## src/rtl/fan_tach_reader_if.sv

```systemverilog
// Fan tach reader bus: enable/tach in, measured speed out.
interface fan_tach_reader_if #(
  parameter int unsigned COUNT_BITWIDTH  = 8,
  parameter int unsigned PERIOD_BITWIDTH = 20
);
  logic                       enable_i;
  logic                       tach_i;
  logic [COUNT_BITWIDTH-1:0]  pulse_count_o;
  logic                       count_valid_o;
  logic                       stall_o;
  logic [PERIOD_BITWIDTH-1:0] period_o;

  // Controller side: drives enable/tach, consumes the measurement.
  modport master (
    output enable_i,
    output tach_i,
    input  pulse_count_o,
    input  count_valid_o,
    input  stall_o,
    input  period_o
  );

  // Reader side.
  modport slave (
    input  enable_i,
    input  tach_i,
    output pulse_count_o,
    output count_valid_o,
    output stall_o,
    output period_o
  );
endinterface

```

## src/rtl/fan_tach_reader.sv

```systemverilog
// Fan tachometer reader: synchronise, glitch-filter and edge-detect the tach line, count rising
// edges over a fixed gate window, and report count, stall and (optionally) edge-to-edge period.
// Optional feature macro: FAN_TACH_PERIOD_EN enables the period measurement; when undefined
// period_o is tied to zero.
module fan_tach_reader #(
  parameter int unsigned GATE_TICKS      = 250000,
  parameter int unsigned GATE_BITWIDTH   = 18,
  parameter int unsigned COUNT_BITWIDTH  = 8,
  parameter int unsigned FILTER_LEN      = 4,
  parameter int unsigned STALL_WINDOWS   = 2,
  parameter int unsigned PERIOD_BITWIDTH = 20
) (
  input logic              clk_i,
  input logic              rst_i,
  fan_tach_reader_if.slave bus
);

  localparam int unsigned RunW = (FILTER_LEN > 1) ? $clog2(FILTER_LEN) : 1;
  localparam int unsigned ZrW  = $clog2(STALL_WINDOWS + 1);

  localparam logic [RunW-1:0]          RunLast  = RunW'(FILTER_LEN - 1);
  localparam logic [GATE_BITWIDTH-1:0] GateLast = GATE_BITWIDTH'(GATE_TICKS - 1);
  localparam logic [ZrW-1:0]           ZrMax    = ZrW'(STALL_WINDOWS);

  typedef enum logic [0:0] {StIdle, StCount} state_e;

  logic                      r_sync1, r_sync2;
  logic                      r_filt, r_filt_dly;
  logic [RunW-1:0]           r_run;
  state_e                    r_state;
  logic [GATE_BITWIDTH-1:0]  r_gate;
  logic [COUNT_BITWIDTH-1:0] r_acc;
  logic [ZrW-1:0]            r_zr;
  logic [COUNT_BITWIDTH-1:0] r_pulse_count;
  logic                      r_valid;
  logic                      r_stall;

  logic                      w_rise;
  logic                      w_gate_last;
  logic [COUNT_BITWIDTH-1:0] w_acc_inc;
  logic [ZrW-1:0]            w_zr_next;

  // Two-flop synchroniser; resets to the idle-high line level.
  always_ff @(posedge clk_i or posedge rst_i) begin
    if (rst_i) begin
      r_sync1 <= 1'b1;
      r_sync2 <= 1'b1;
    end else begin
      r_sync1 <= bus.tach_i;
      r_sync2 <= r_sync1;
    end
  end

  // Run-length filter: level flips only after FILTER_LEN consecutive differing samples.
  always_ff @(posedge clk_i or posedge rst_i) begin
    if (rst_i) begin
      r_filt     <= 1'b1;
      r_filt_dly <= 1'b1;
      r_run      <= '0;
    end else begin
      r_filt_dly <= r_filt;
      if (r_sync2 != r_filt) begin
        if (r_run == RunLast) begin
          r_filt <= ~r_filt;
          r_run  <= '0;
        end else begin
          r_run <= r_run + RunW'(1);
        end
      end else begin
        r_run <= '0;
      end
    end
  end

  // Edge detect, saturating accumulate and next zero-run value for the closing window.
  always_comb begin
    w_rise      = r_filt & ~r_filt_dly;
    w_gate_last = (r_gate == GateLast);
    w_acc_inc   = r_acc;
    if (w_rise && (r_acc != {COUNT_BITWIDTH{1'b1}})) begin
      w_acc_inc = r_acc + COUNT_BITWIDTH'(1);
    end
    w_zr_next = '0;
    if (w_acc_inc == '0) begin
      w_zr_next = (r_zr == ZrMax) ? r_zr : r_zr + ZrW'(1);
    end
  end

  // Window/reporting FSM: IDLE while disabled, COUNT while enabled; reports on the terminal cycle.
  always_ff @(posedge clk_i or posedge rst_i) begin
    if (rst_i) begin
      r_state       <= StIdle;
      r_gate        <= '0;
      r_acc         <= '0;
      r_zr          <= '0;
      r_pulse_count <= '0;
      r_valid       <= 1'b0;
      r_stall       <= 1'b0;
    end else begin
      r_valid <= 1'b0;
      if (!bus.enable_i) begin
        r_state <= StIdle;
        r_gate  <= '0;
        r_acc   <= '0;
        r_zr    <= '0;
        r_stall <= 1'b0;
      end else begin
        // The first enabled cycle already counts as window cycle 0.
        if (r_state == StIdle) begin
          r_state <= StCount;
        end
        if (w_gate_last) begin
          r_gate        <= '0;
          r_acc         <= '0;
          r_pulse_count <= w_acc_inc;
          r_valid       <= 1'b1;
          r_zr          <= w_zr_next;
          r_stall       <= (w_zr_next >= ZrMax);
        end else begin
          r_gate <= r_gate + GATE_BITWIDTH'(1);
          r_acc  <= w_acc_inc;
        end
      end
    end
  end

  assign bus.pulse_count_o = r_pulse_count;
  assign bus.count_valid_o = r_valid;
  assign bus.stall_o       = r_stall;

`ifdef FAN_TACH_PERIOD_EN
  logic [PERIOD_BITWIDTH-1:0] r_per_cnt;
  logic [PERIOD_BITWIDTH-1:0] r_period;
  logic                       r_armed;
  logic [PERIOD_BITWIDTH-1:0] w_per_inc;

  // Saturating increment shared by the free-running counter and the published period.
  always_comb begin
    w_per_inc = r_per_cnt;
    if (r_per_cnt != {PERIOD_BITWIDTH{1'b1}}) begin
      w_per_inc = r_per_cnt + PERIOD_BITWIDTH'(1);
    end
  end

  // Edge-to-edge period; the first rise only arms, and a stalled window forces all-ones.
  always_ff @(posedge clk_i or posedge rst_i) begin
    if (rst_i) begin
      r_per_cnt <= '0;
      r_period  <= '0;
      r_armed   <= 1'b0;
    end else begin
      if (!bus.enable_i) begin
        r_per_cnt <= '0;
        r_armed   <= 1'b0;
      end else if (w_rise) begin
        r_per_cnt <= '0;
        r_armed   <= 1'b1;
        if (r_armed) begin
          r_period <= w_per_inc;
        end
      end else begin
        r_per_cnt <= w_per_inc;
      end
      if (bus.enable_i && w_gate_last && (w_zr_next >= ZrMax)) begin
        r_period <= {PERIOD_BITWIDTH{1'b1}};
      end
    end
  end

  assign bus.period_o = r_period;
`else
  assign bus.period_o = {PERIOD_BITWIDTH{1'b0}};
`endif

endmodule

```

## src/flat_wrapper.sv

```systemverilog
// flat-port wrapper written by rule: the top's interface ports become plain ports
module fan_tach_reader_flat 
#(
  parameter int unsigned GATE_TICKS      = 250000,
  parameter int unsigned GATE_BITWIDTH   = 18,
  parameter int unsigned COUNT_BITWIDTH  = 8,
  parameter int unsigned FILTER_LEN      = 4,
  parameter int unsigned STALL_WINDOWS   = 2,
  parameter int unsigned PERIOD_BITWIDTH = 20
)
  (clk_i, rst_i, bus_enable_i, bus_tach_i, bus_pulse_count_o, bus_count_valid_o, bus_stall_o, bus_period_o);
  fan_tach_reader_if #(.COUNT_BITWIDTH(COUNT_BITWIDTH), .PERIOD_BITWIDTH(PERIOD_BITWIDTH)) bus_i ();
  input logic clk_i;
  input logic rst_i;
  input wire logic [$bits(bus_i.enable_i)-1:0] bus_enable_i;
  input wire logic [$bits(bus_i.tach_i)-1:0] bus_tach_i;
  output wire logic [$bits(bus_i.pulse_count_o)-1:0] bus_pulse_count_o;
  output wire logic [$bits(bus_i.count_valid_o)-1:0] bus_count_valid_o;
  output wire logic [$bits(bus_i.stall_o)-1:0] bus_stall_o;
  output wire logic [$bits(bus_i.period_o)-1:0] bus_period_o;
  assign bus_i.enable_i = bus_enable_i;
  assign bus_i.tach_i = bus_tach_i;
  assign bus_pulse_count_o = bus_i.pulse_count_o;
  assign bus_count_valid_o = bus_i.count_valid_o;
  assign bus_stall_o = bus_i.stall_o;
  assign bus_period_o = bus_i.period_o;
  fan_tach_reader #(.GATE_TICKS(GATE_TICKS), .GATE_BITWIDTH(GATE_BITWIDTH), .COUNT_BITWIDTH(COUNT_BITWIDTH), .FILTER_LEN(FILTER_LEN), .STALL_WINDOWS(STALL_WINDOWS), .PERIOD_BITWIDTH(PERIOD_BITWIDTH)) u_core (.clk_i(clk_i), .rst_i(rst_i), .bus(bus_i));
endmodule
```

## config.mk

```make
export PLATFORM = sky130hd
export DESIGN_NAME = fan_tach_reader_flat
export DESIGN_NICKNAME = d
export VERILOG_FILES = /design/src/rtl/fan_tach_reader_if.sv /design/src/rtl/fan_tach_reader.sv /design/src/flat_wrapper.sv
export SDC_FILE = /design/constraint.sdc
export NUM_CORES = 1
export LEC_CHECK = 0
export CORE_MARGIN = 8
export CORE_UTILIZATION = 54
export CTS_CLUSTER_DIAMETER = 120
export DETAILED_ROUTE_END_ITERATION = 10
export PLACE_DENSITY = 0.8
export SETUP_SLACK_MARGIN = 0.2
export SLEW_MARGIN = 25
export SYNTH_ARGS = -nofsm -noshare
export SYNTH_HDL_FRONTEND = slang
export SYNTH_SLANG_ARGS = --single-unit
```

## constraint.sdc

```tcl
create_clock -name clk_i -period 2.5 [get_ports clk_i]
set_clock_uncertainty 0.15 [all_clocks]
set_input_delay 0.25 -clock clk_i [delete_from_list [all_inputs] [get_ports clk_i]]
set_output_delay 0.25 -clock clk_i [all_outputs]
set_load 0.005 [all_outputs]
```

==> impl_results.md <==
* Outcome: complete, no violations
* Pin count of the biggest net entering global routing at 45
* Die W at ~81 um
* TritonCTS buffer count at 5
* PD cells at approximately 630 nW/um^2
* Total wire length at 3900 um
* Max-slew headroom at 0.643
* First-pass GRT wire length at roughly 6600 um
* Clk buf depth at 2
* Min cycle time layout at 2.08 ns
* Worst setup EP type: flop
* Final net count at approximately 240
* Commonest non-fill, non-tap cell in the layout: dfrtp_1
* Postcts setup bufs at 0
* Core Box Area at a little over 4000 sq um
* WP data required at around 2.5 ns
* Vias in the first global route at ~1500
* Critical path class: reg2reg
* Number of synthesized flops with an enable pin at 0
* Post-synth cell types at just over 40
* Hold-fix buffers, CTS at 0
* Place WS at around 0.45 ns
* RSZ-0062 raised after global routing: no
* Synth Flop Type: dfrtp_1
* TNS Setup at 0 ns
* Vias/cell at 5.31
* Flops & latches, synth at 44
* Die height at roughly 81 um
* Number of fill cells at ~350
* PortBufs at 13
* CTS tree: done
* First-pass iteration count of the detailed router at 4
* Leakage at between 1 and 1.5 nW
* Syn-to-layout area delta at 9.55%
* Mapped Cells at about 220
* Total track usage at 0.129
* Max Cap Viol at 0
* Max Fclk at 0.480 GHz
* Most frequent cells in the layout: 40 x dfrtp_1, 31 x nor2_1, 20 x conb_1
* Top Ports at 34
* Period utilization at 0.833
* Syn Std Cell Area at 2270 sq um
* Die footprint at between 6000 and 7000 sq um
* Final hold slack at roughly 0.21 ns
* PostCTS Resize Cnt at 0
* Initial core utilization at 0.562
* Worst slew pin tran at between 0.5 and 0.6 ns
* 1st-iter DRT viols at 87
* Design area at 2480 sq um
* Share of cells above drive strength 1 at 0.0928
* Post-DP HPWL at roughly 2800 um
* CTS root buffer: clkbuf_8
* Skew-Pair Late Insertion Delay at around 0.30 ns
* DRC at 0
* Critical Path AT at about 2.1 ns
* Sequential area share after synthesis at 0.488
* # setup viols final at 0
* Cell Rows at 23
* Final hold violations at 0
* Placement-stage cell area at ~2400 sq um
* Htree depth at 2
* GPL Wtd Cong at 0.776
* Worst min path class: reg2reg
* Critical path launch point type: flop
* WL/cell at 13.6 um
* Avg Inst Size Synth at roughly 10 sq um
* YS warnings at 0
* Crit Path Max Fanout at 6
* Via count at between 1500 and 2000
* Smallest setup slack after layout at about 0.42 ns
* Diode count at 0
* Clk sink count at 44
* Post-synth ARST share at 1.00
* Initial antenna violation count at 0
* Antenna viol nets, final at 0
* Slew Limit Fails at 0
* Worst vdd ir at 0.368 mV
* GRT Residual Overflow at 0
* Clk slew on worst S/H paths at ~0.08 ns
[cell usage after synthesis, types with 2 or more instances]
cell type	n	share of area
inv_1	8	0.013
nand4_1	8	0.022
mux2_2	2	0.0099
buf_4	20	0.066
mux2i_1	2	0.0088
buf_6	2	0.0099
nand2_1	12	0.020
nor3_1	3	0.0066
and4_1	3	0.012
xor2_1	15	0.058
xnor2_1	8	0.031
dfstp_2	4	0.046
and3_1	4	0.011
nand3_1	9	0.020
nand3b_1	2	0.0066
a21boi_0	2	0.0066
and4b_1	4	0.018
ha_1	4	0.022
o2111ai_1	2	0.0077
dfrtp_1	40	0.44
nor2_1	31	0.051
nor2b_1	3	0.0083
o21ai_0	8	0.018
a21o_1	4	0.013
[power by group]
part	switching, mW	leakage (nW)	internal, mW
logic	0.116	0.515	0.0928
registers	0.0500	0.590	0.772
clock network	0.238	0.0552	0.297
total	0.404	1.16	1.16
[flip-flops by register name, indices dropped and copies added (netlist names)]
signal and count:
u_core.bus.stall_o 1, u_core.r_filt_dly 1, u_core.r_gate 18, u_core.r_acc 8, u_core.bus.count_valid_o 1, u_core.r_filt 1
u_core.r_sync2 1, u_core.bus.pulse_count_o 8, u_core.r_sync1 1, u_core.r_zr 2, u_core.r_run 2
[cell type report]
type | count | area (sq um) | area share
Sequential cell | 44 | 1110 | 0.446
Multi-Input combinational cell | 161 | 1020 | 0.412
Inverter | 8 | 30.0 | 0.0121
Tap cell | 50 | 62.6 | 0.0252
Timing Repair Buffer | 16 | 153 | 0.0615
Clock inverter | 2 | 35.0 | 0.0141
Clock buffer | 6 | 72.6 | 0.0292
[stage by stage]
step                instances  power [mW]   util
floorplan                 236        1.01      -
global placement          279        1.04  0.589
detailed placement        279        1.04  0.589
CTS                       287        1.58  0.616
global route              287        1.64  0.616
finish                    287        1.56  0.616
[worst paths after layout]
check | start | endpoint | slack (ns) | cells past startpoint
setup reg to reg | u_core.r_acc[0] | u_core.r_zr[1] | 0.42 | 6
hold / removal | u_core.r_sync1 | u_core.r_sync2 | 0.21 | 0
min in group asynchronous | rst_i | u_core.bus.count_valid_o | 0.24 | 3
hold reg to reg | u_core.r_sync1 | u_core.r_sync2 | 0.21 | 0
max in group asynchronous | rst_i | u_core.r_filt | 1.59 | 3
setup / recovery | u_core.r_acc[0] | u_core.r_zr[1] | 0.42 | 6
[kinds of logic (layout without fill, tap and decap cells)]
family | count (synthesis) | count (layout) | synth area share
buffers and inverters | 31 | 32 | 0.0917
other | 1 | 20 | 0.00165
AO/OA/AOI/OAI | 21 | 21 | 0.0674
adder cells (fa/ha/maj) | 4 | 4 | 0.0221
AND/OR/NAND/NOR | 88 | 88 | 0.216
XOR/XNOR | 23 | 23 | 0.0889
flip-flops | 44 | 44 | 0.488
multiplexers | 5 | 5 | 0.0237
[per-layer routing]
layer | vias to the layer above | GRT usage | wire length (um) | part of all wire
li1 | 742 | - | - | -
met1 | 751 | 0.149 | 1690 | 0.43
met2 | 24 | 0.213 | 1960 | 0.50
met3 | 7 | 0.0419 | 183 | 0.047
met4 | 0 | 0.0607 | 65 | 0.017
met5 | - | 0 | 0 | 0
[worst max-delay path: stages (launching register included)]
cell and delay, ns:
dfrtp_1 0.44, ha_1 0.28, nand3_1 0.20, o21ai_4 0.29, mux2_2 0.38, nand4_1 0.10
o21ai_0 0.10
Power figures use the tool's default switching activity.
